--- config.mk ---
export PLATFORM = sky130hd
export DESIGN_NAME = tristate_bus_receiver
export DESIGN_NICKNAME = d
export VERILOG_FILES = /design/src/rtl/tristate_bus_receiver.sv
export SDC_FILE = /design/constraint.sdc
export NUM_CORES = 1
export LEC_CHECK = 0
export BUFFER_PORTS_ARGS = -buffer_cell sky130_fd_sc_hd__buf_2
export CAP_MARGIN = 20
export CORE_MARGIN = 5
export CORE_UTILIZATION = 53
export CTS_CLUSTER_DIAMETER = 50
export CTS_CLUSTER_SIZE = 24
export DETAILED_ROUTE_END_ITERATION = 7
export PLACE_DENSITY_LB_ADDON = 0.2
export SLEW_MARGIN = 25
export SYNTH_ARGS = -nofsm -noshare
export SYNTH_HDL_FRONTEND = slang
export SYNTH_SLANG_ARGS = --single-unit
--- constraint.sdc ---
create_clock -name clk -period 3 [get_ports clk]
set_input_delay 0.6 -clock clk [delete_from_list [all_inputs] [get_ports clk]]
set_output_delay 0.6 -clock clk [all_outputs]
set_load 0.02 [all_outputs]
--- src/rtl/tristate_bus_receiver.sv ---
// -----------------------------------------------------------------------------
// tristate_bus_receiver
//
// Receiving end of a shared N-bit tri-state data bus. Every rising clk edge
// with bus_en=1 samples bus_in into a small show-ahead FIFO. Local logic
// drains the FIFO through a valid/ready handshake. When the FIFO is full,
// bus_hold tells the driver to stop. Words that arrive while the FIFO is full
// are dropped and counted.
//
// Optional feature (compile-time macro TRISTATE_RX_ZCHECK_EN):
//   When this macro is defined, an enabled word with any X or Z bit is
//   discarded and counted in zerr_cnt. When it is undefined, every enabled
//   word is pushed unchecked and zerr_cnt is tied to 0.
//
// Parameters:
//   N      bus / data width in bits
//   DEPTH  FIFO depth in words (power of two, >= 2)
//
// Ports:
//   clk       in   clock; all state changes on its rising edge
//   rst_n     in   asynchronous active-low reset
//   bus_in    in   N   shared tri-state bus
//   bus_en    in   1   driver enable; 1 = bus driven this cycle
//   bus_hold  out  1   back-pressure to the driver; 1 = FIFO full
//   rd_data   out  N   head-of-FIFO word (show-ahead)
//   rd_valid  out  1   rd_data holds a valid word
//   rd_ready  in   1   consumer accepts rd_data this cycle
//   level     out  $clog2(DEPTH)+1  FIFO occupancy, 0..DEPTH
//   ovf_cnt   out  8   words dropped on full, saturating at 255
//   zerr_cnt  out  8   words discarded for X/Z content, saturating at 255
// -----------------------------------------------------------------------------
module tristate_bus_receiver #(
  parameter int N     = 4,
  parameter int DEPTH = 4
) (
  input  logic                   clk,
  input  logic                   rst_n,
  input  logic [N-1:0]           bus_in,
  input  logic                   bus_en,
  output logic                   bus_hold,
  output logic [N-1:0]           rd_data,
  output logic                   rd_valid,
  input  logic                   rd_ready,
  output logic [$clog2(DEPTH):0] level,
  output logic [7:0]             ovf_cnt,
  output logic [7:0]             zerr_cnt
);

  localparam int AW = $clog2(DEPTH);
  localparam int LW = AW + 1;

  localparam logic [LW-1:0] LVL_FULL = LW'(DEPTH);
  localparam logic [LW-1:0] LVL_ZERO = {LW{1'b0}};
  localparam logic [LW-1:0] LVL_ONE  = {{(LW-1){1'b0}}, 1'b1};
  localparam logic [AW-1:0] PTR_ONE  = {{(AW-1){1'b0}}, 1'b1};
  localparam logic [7:0]    CNT_MAX  = 8'hFF;

  // Storage is not reset; reset clears only the pointers and the occupancy.
  logic [N-1:0]  mem_r [DEPTH];
  logic [AW-1:0] wr_ptr_r;
  logic [AW-1:0] rd_ptr_r;
  logic [LW-1:0] level_r;
  logic [LW-1:0] level_nxt_s;
  logic [7:0]    ovf_cnt_r;

  logic          full_s;
  logic          pop_s;
  logic          push_s;
  logic          ovf_s;
  logic          zbad_s;

`ifdef TRISTATE_RX_ZCHECK_EN
  logic [7:0]    zerr_cnt_r;

  // Any X or Z bit poisons the reduction-XOR, which then compares equal to X.
  function automatic logic has_xz(input logic [N-1:0] word);
    has_xz = ((^word) === 1'bx);
  endfunction
`endif

  // Classify this cycle: pop, push, overflow drop, or X/Z discard.
  always_comb begin
    full_s = (level_r == LVL_FULL);
    pop_s  = (level_r != LVL_ZERO) && rd_ready;
`ifdef TRISTATE_RX_ZCHECK_EN
    zbad_s = bus_en && has_xz(bus_in);
`else
    zbad_s = 1'b0;
`endif
    push_s = 1'b0;
    ovf_s  = 1'b0;
    if (bus_en && !zbad_s) begin
      // A pop in the same cycle frees a slot, even when the FIFO is full.
      if (!full_s || pop_s) begin
        push_s = 1'b1;
        ovf_s  = 1'b0;
      end else begin
        push_s = 1'b0;
        ovf_s  = 1'b1;
      end
    end else begin
      push_s = 1'b0;
      ovf_s  = 1'b0;
    end
  end

  // Compute the next occupancy from the push/pop pair.
  always_comb begin
    level_nxt_s = level_r;
    case ({push_s, pop_s})
      2'b10:   level_nxt_s = level_r + LVL_ONE;
      2'b01:   level_nxt_s = level_r - LVL_ONE;
      default: level_nxt_s = level_r;
    endcase
  end

  // Write accepted words into the storage array.
  always_ff @(posedge clk) begin
    if (push_s) begin
      mem_r[wr_ptr_r] <= bus_in;
    end
  end

  // Update the pointers, the occupancy and the overflow counter.
  always_ff @(posedge clk or negedge rst_n) begin
    if (!rst_n) begin
      wr_ptr_r  <= {AW{1'b0}};
      rd_ptr_r  <= {AW{1'b0}};
      level_r   <= LVL_ZERO;
      ovf_cnt_r <= 8'd0;
    end else begin
      // DEPTH is a power of two, so the pointers wrap by natural overflow.
      if (push_s) begin
        wr_ptr_r <= wr_ptr_r + PTR_ONE;
      end
      if (pop_s) begin
        rd_ptr_r <= rd_ptr_r + PTR_ONE;
      end
      level_r <= level_nxt_s;
      if (ovf_s && (ovf_cnt_r != CNT_MAX)) begin
        ovf_cnt_r <= ovf_cnt_r + 8'd1;
      end
    end
  end

`ifdef TRISTATE_RX_ZCHECK_EN
  // Count discarded X/Z words, saturating at 255.
  always_ff @(posedge clk or negedge rst_n) begin
    if (!rst_n) begin
      zerr_cnt_r <= 8'd0;
    end else if (zbad_s && (zerr_cnt_r != CNT_MAX)) begin
      zerr_cnt_r <= zerr_cnt_r + 8'd1;
    end
  end

  assign zerr_cnt = zerr_cnt_r;
`else
  assign zerr_cnt = 8'd0;
`endif

  // The outputs depend on registered state only.
  assign rd_data  = mem_r[rd_ptr_r];
  assign rd_valid = (level_r != LVL_ZERO);
  assign bus_hold = full_s;
  assign level    = level_r;
  assign ovf_cnt  = ovf_cnt_r;

endmodule

# Yosys cells after proc, flatten, opt, wreduce, memory -nomap -nowiden
# Memories as Yosys holds them, arrays and structs flattened.
# Index checks and enable logic that the tools add are counted.
classes:
  n_addsub: 5
  n_eq_ne: 4
  mux: 7
  reduce_logical: 6
op_table:
  columns: ["cell", "count"]
  rows:
  - ["8-bit by 1-bit adder with 8-bit output, second input constant", 1]
  - ["8-bit inequality test, second input constant", 1]
  - ["1-bit 2-to-1 mux", 6]
  - ["3-bit one-hot mux with 2 select lines", 1]
  - ["2-bit by 1-bit adder with 2-bit output, second input constant", 2]
  - ["3-bit by 1-bit adder with 3-bit output, second input constant", 1]
  - ["3-bit equality test, second input constant", 1]
  - ["3-bit nonzero test", 1]
  - ["3-bit by 1-bit subtractor with 3-bit output, second input constant", 1]
  - ["2-bit by 1-bit equality test with 1-bit output, second input constant", 1]
  - ["2-bit equality test, second input constant", 1]
  - ["1-bit logical AND", 2]
  - ["2-bit nonzero test", 1]
  - ["1-bit zero test", 1]
  - ["1-bit logical OR", 1]
word_totals:
  ram_bits: 16
  input_bits: 8
  reg_bits: 15
  n_memories: 1
mem_list:
  columns: ["name", "words", "word_bits", "read_ports", "rd_ports_with_merged_regs", "write_ports", "line_no", "text"]
  rows:
  - ["mem_r", 4, 4, 1, 0, 1, "59", "logic [N-1:0] mem_r [DEPTH];"]

# Logic depth before layout (Yosys ltp)
depth:
  word_depth: 7
  mapped_depth: 10

# Worst setup path after synthesis
# Ideal clock, no wire load.
synth_timing:
  path_type: "input to register"
  startpoint: "in rd_ready"
  endpoint: "reg level_r[2], in the netlist level[2]"
  arrival_time_ns: 2.231
  stages: 10
  t_required_ns: 2.920
  setup_ns: 0.080
  path_slack_ns: 0.689
  n_path_buf: 1
  path_cell_list: "nor4b_4 > nor2b_1 > clkbuf_1 > inv_1 > ha_1 > inv_1 > fa_1 > xor2_1 > nor2_1 > xor2_1"
synth_between:
  elab_chain_len: 6
  word_cells_on_any_way: 8
  cone_classes: "2 x eq/ne; 3 x mux; 3 x reduce/logical"
synth_lines:
  columns: ["item", "line_no", "text"]
  rows:
  - ["start: declaration", "43", "input logic rd_ready,"]
  - ["1-bit logical AND (*)", "84", "pop_s = (level_r != LVL_ZERO) && rd_ready;"]
  - ["1-bit logical OR", "94", "if (!full_s || pop_s) begin"]
  - ["1-bit 2-to-1 mux", "94", null]
  - ["1-bit 2-to-1 mux", "92", "if (bus_en && !zbad_s) begin"]
  - ["2-bit by 1-bit equality test with 1-bit output / 2-bit equality test (equally long branches)", "110", "case ({push_s, pop_s})"]
  - ["3-bit one-hot mux with 2 select lines / 2-bit nonzero test (equally long branches)", null, null]
  - ["end signal: assignment", "139", "level_r <= level_nxt_s;"]
  - ["end: declaration", "62", "logic [LW-1:0] level_r;"]
# Mark *: on every way between the ends. The rest lies on a longest branch, timed or not.
# A chain may end at the register's enable or synchronous reset.

# Final worst setup path
layout_timing:
  startpoint: "reg level_r[0], in the netlist level[0]"
  endpoint: "reg level_r[2], in the netlist level[2]"
layout_between:
  elab_chain_len: 7
  word_cells_on_any_way: 13
  cone_classes: "2 x add/sub; 3 x eq/ne; 3 x mux; 5 x reduce/logical"
layout_lines:
  columns: ["item", "line_no"]
  rows:
  - ["3-bit equality test / 3-bit nonzero test (equally long branches)", "83, 84"]
  - ["1-bit zero test / 1-bit logical AND (equally long branches)", "94, 84"]
  - ["1-bit logical OR", "94"]
  - ["1-bit 2-to-1 mux", "94"]
  - ["1-bit 2-to-1 mux", "92"]
  - ["2-bit by 1-bit equality test with 1-bit output / 2-bit equality test (equally long branches)", "110"]
  - ["3-bit one-hot mux with 2 select lines / 2-bit nonzero test (equally long branches)", null]
# Parallel ways exist; a longest one is shown, timed or not.

==> results.json <==
{
  "antenna_found_initial": 0,
  "layout.nets": 149,
  "hpwlAfterDp_um": 1940,
  "firstDrtPassIters": 4,
  "reg2reg_slack_ps": 660,
  "synth_seq_cells": 31,
  "ant_nets": 0,
  "hold_violations": 0,
  "post_dp_cell_area_um2": 1600,
  "synthTopCellsByArea": "edfxtp_1 32%, dfrtp_1 25%, mux4_2 6.1%, ha_1 5.1%, buf_4 4.1%",
  "synth.cell_area_um2": 1480,
  "syn_area_per_cell_um2": 14.0,
  "gp_congestion": 0.737,
  "timing.rr.end": "level[2]",
  "power_leakage_nw": 0.739,
  "cp_max_fo": 8,
  "grt_pass1_vias": 879,
  "clkLatencyLatePin_ps": 330,
  "synth_common_cells": "16 x edfxtp_1, 15 x dfrtp_1, 8 x buf_4, 8 x inv_1",
  "setup_tns_ps": 0,
  "layout-drive-gt1-share": 0.304,
  "critPathMaxStageDelay_ps": 490,
  "path_clk_slew_ps": 100,
  "max_freq_ghz": 0.426,
  "instances_no_fill": 166,
  "stdcell_area_um2": 1680,
  "dp.cells": 158,
  "drtIter0Drc": 25,
  "start_kind": "flop",
  "r2r_cells": 9,
  "clock-skew-final_ps": 6.48,
  "diodes": 0,
  "num_rows": 19,
  "placement.io_buffers": 24,
  "worst_setup_path_end_kind": "flop",
  "synth_area_leader_cell": "edfxtp_1",
  "synth.distinct_cells": 26,
  "synthCells": 106,
  "crit_type": "reg2reg",
  "vias": 855,
  "run_status": "finished, final reports clean",
  "cts_tree": "done",
  "slew_viol_final": 0,
  "cp.required_ps": 3270,
  "grt_max_degree": 16,
  "clockRootBuffer": "clkbuf_4",
  "grt-ovfl-total": 0,
  "cap_violations": 0,
  "yosys_warnings": 0,
  "clockBufferDepth": 2,
  "fin_util": 0.619,
  "totalWireLength_um": 2600,
  "grt_usage": 0.149,
  "cts_hold_buf": 0,
  "drt-vias-per-instance": 5.15,
  "post-route-min-period_ps": 2340,
  "crit_arrival_ps": 2610,
  "fillers": 227,
  "chipWidth_um": 62.9,
  "ir_worst_vdd_mv": 0.550,
  "post_cts_buffers": 0,
  "numCtsBuffers": 5,
  "dieHeight_um": 62.9,
  "cp_slowest_cell": "nor4b_4",
  "hp-class": "in2async",
  "synth-edff-count": 16,
  "synth.most_common_cell": "edfxtp_1",
  "detail_route.wl_per_cell_um": 15.7,
  "core_area_um2": 2710,
  "async_flop_share": 0.484,
  "r2r_start": "level[0]",
  "cts.sinks": 31,
  "setup-violations-final": 0,
  "power-per-cell-area_nw_per_um2": 904,
  "drc": 0,
  "die_area_um2": 3960,
  "grt_pass1_wl_um": 4370,
  "synthToLayoutAreaGrowth_pct": 13.1,
  "rsz0062_at_grt": "false",
  "ys.flop_type": "edfxtp_1",
  "initial_core_util": 0.547,
  "cts_max_level": 2,
  "final.period_utilization": 0.782,
  "synth_top_area_frac": 0.324,
  "cts_resized": 0,
  "pin_count": 33,
  "path_cells": "nor4b_4 -> nor2b_1 -> inv_1 -> ha_1 -> inv_1 -> fa_1 -> xor2_1 -> nor2_1 -> xor2_1",
  "ys_seq_area_frac": 0.577
}
area by class of cell:
cell class	instances	area (µm²)	share of cell area
flip-flops and latches	31	856	0.510
repair buffers	24	120	0.0716
well taps	31	38.8	0.0231
multi-input cells	64	556	0.331
clock inverters	3	38.8	0.0231
clock buffers	5	37.5	0.0224
inverters	8	30.0	0.0179
placed cells by master (no fill, tap or decap), types with 2 or more instances in the layout:
| master | n |
|---|---|
| xnor2_1 | 6 |
| o21ai_0 | 2 |
| inv_1 | 8 |
| nor2_1 | 3 |
| conb_1 | 8 |
| nor3_2 | 2 |
| dfrtp_1 | 15 |
| and2_1 | 5 |
| xor2_1 | 5 |
| nand2_1 | 5 |
| nand3_1 | 4 |
| ha_1 | 6 |
| mux4_2 | 4 |
| and3_1 | 2 |
| buf_2 | 24 |
| clkbuf_4 | 5 |
| mux2_2 | 2 |
| nand4_1 | 3 |
| edfxtp_1 | 16 |
logic make-up after synthesis:
kind of cell / count (synthesis) / synth area share
AO/OA/AOI/OAI: 3 / 0.0211
adder cells (fa/ha/maj): 7 / 0.0641
buffers and inverters: 18 / 0.0658
other: 1 / 0.00253
XOR/XNOR: 11 / 0.0650
multiplexers: 8 / 0.0903
flip-flops: 31 / 0.577
AND/OR/NAND/NOR: 27 / 0.114
layer usage:
| layer | share of wire | vias to the layer above | wire length [µm] | track usage |
|---|---|---|---|---|
| met5 | 0 | - | 0 | 0 |
| met4 | 0.022 | 0 | 58 | 0.0796 |
| met3 | 0.067 | 5 | 174 | 0.0737 |
| met2 | 0.51 | 26 | 1320 | 0.233 |
| met1 | 0.40 | 416 | 1050 | 0.165 |
| li1 | - | 408 | - | - |
stage by stage:
step,hold slack (ps),total power (W),setup slack (ps)
detailed placement,511,0.00122,405
global placement,502,0.00120,530
CTS,158,0.00154,622
finish,160,0.00152,655
global route,160,0.00163,489
floorplan,304,0.00107,689
registers in the layout, indices dropped and copies added, names as in the netlist:
register and flops:
mem_r 16, ovf_cnt 8, level 3, rd_ptr_r 2, wr_ptr_r 2
worst max path at each step:
stage | cells after the start | end | startpoint
6_report | 9 | level[2] | level[0]
5_1_grt | 9 | level[2] | level[0]
4_1_cts | 9 | level[2] | level[0]
3_5_place_dp | 10 | level[2] | rd_ready
3_3_place_gp | 10 | level[2] | rd_ready
2_1_floorplan | 10 | level[2] | rd_ready
where the power goes:
part | switching (W) | total (W) | leakage (nW) | internal, W
clock network | 0.000142 | 0.000313 | 0.0426 | 0.000171
logic | 0.000297 | 0.000526 | 0.365 | 0.000229
registers | 0.000114 | 0.000676 | 0.332 | 0.000562
critical path: cells and delay by family, from the launching register on:
family	cells	cell delay, ps
xor+xnor	2	300
simple gates	3	840
fa+ha+maj	2	540
flops	1	460
buf+inv	2	160
No activity file was read; power rests on OpenSTA's default activity.
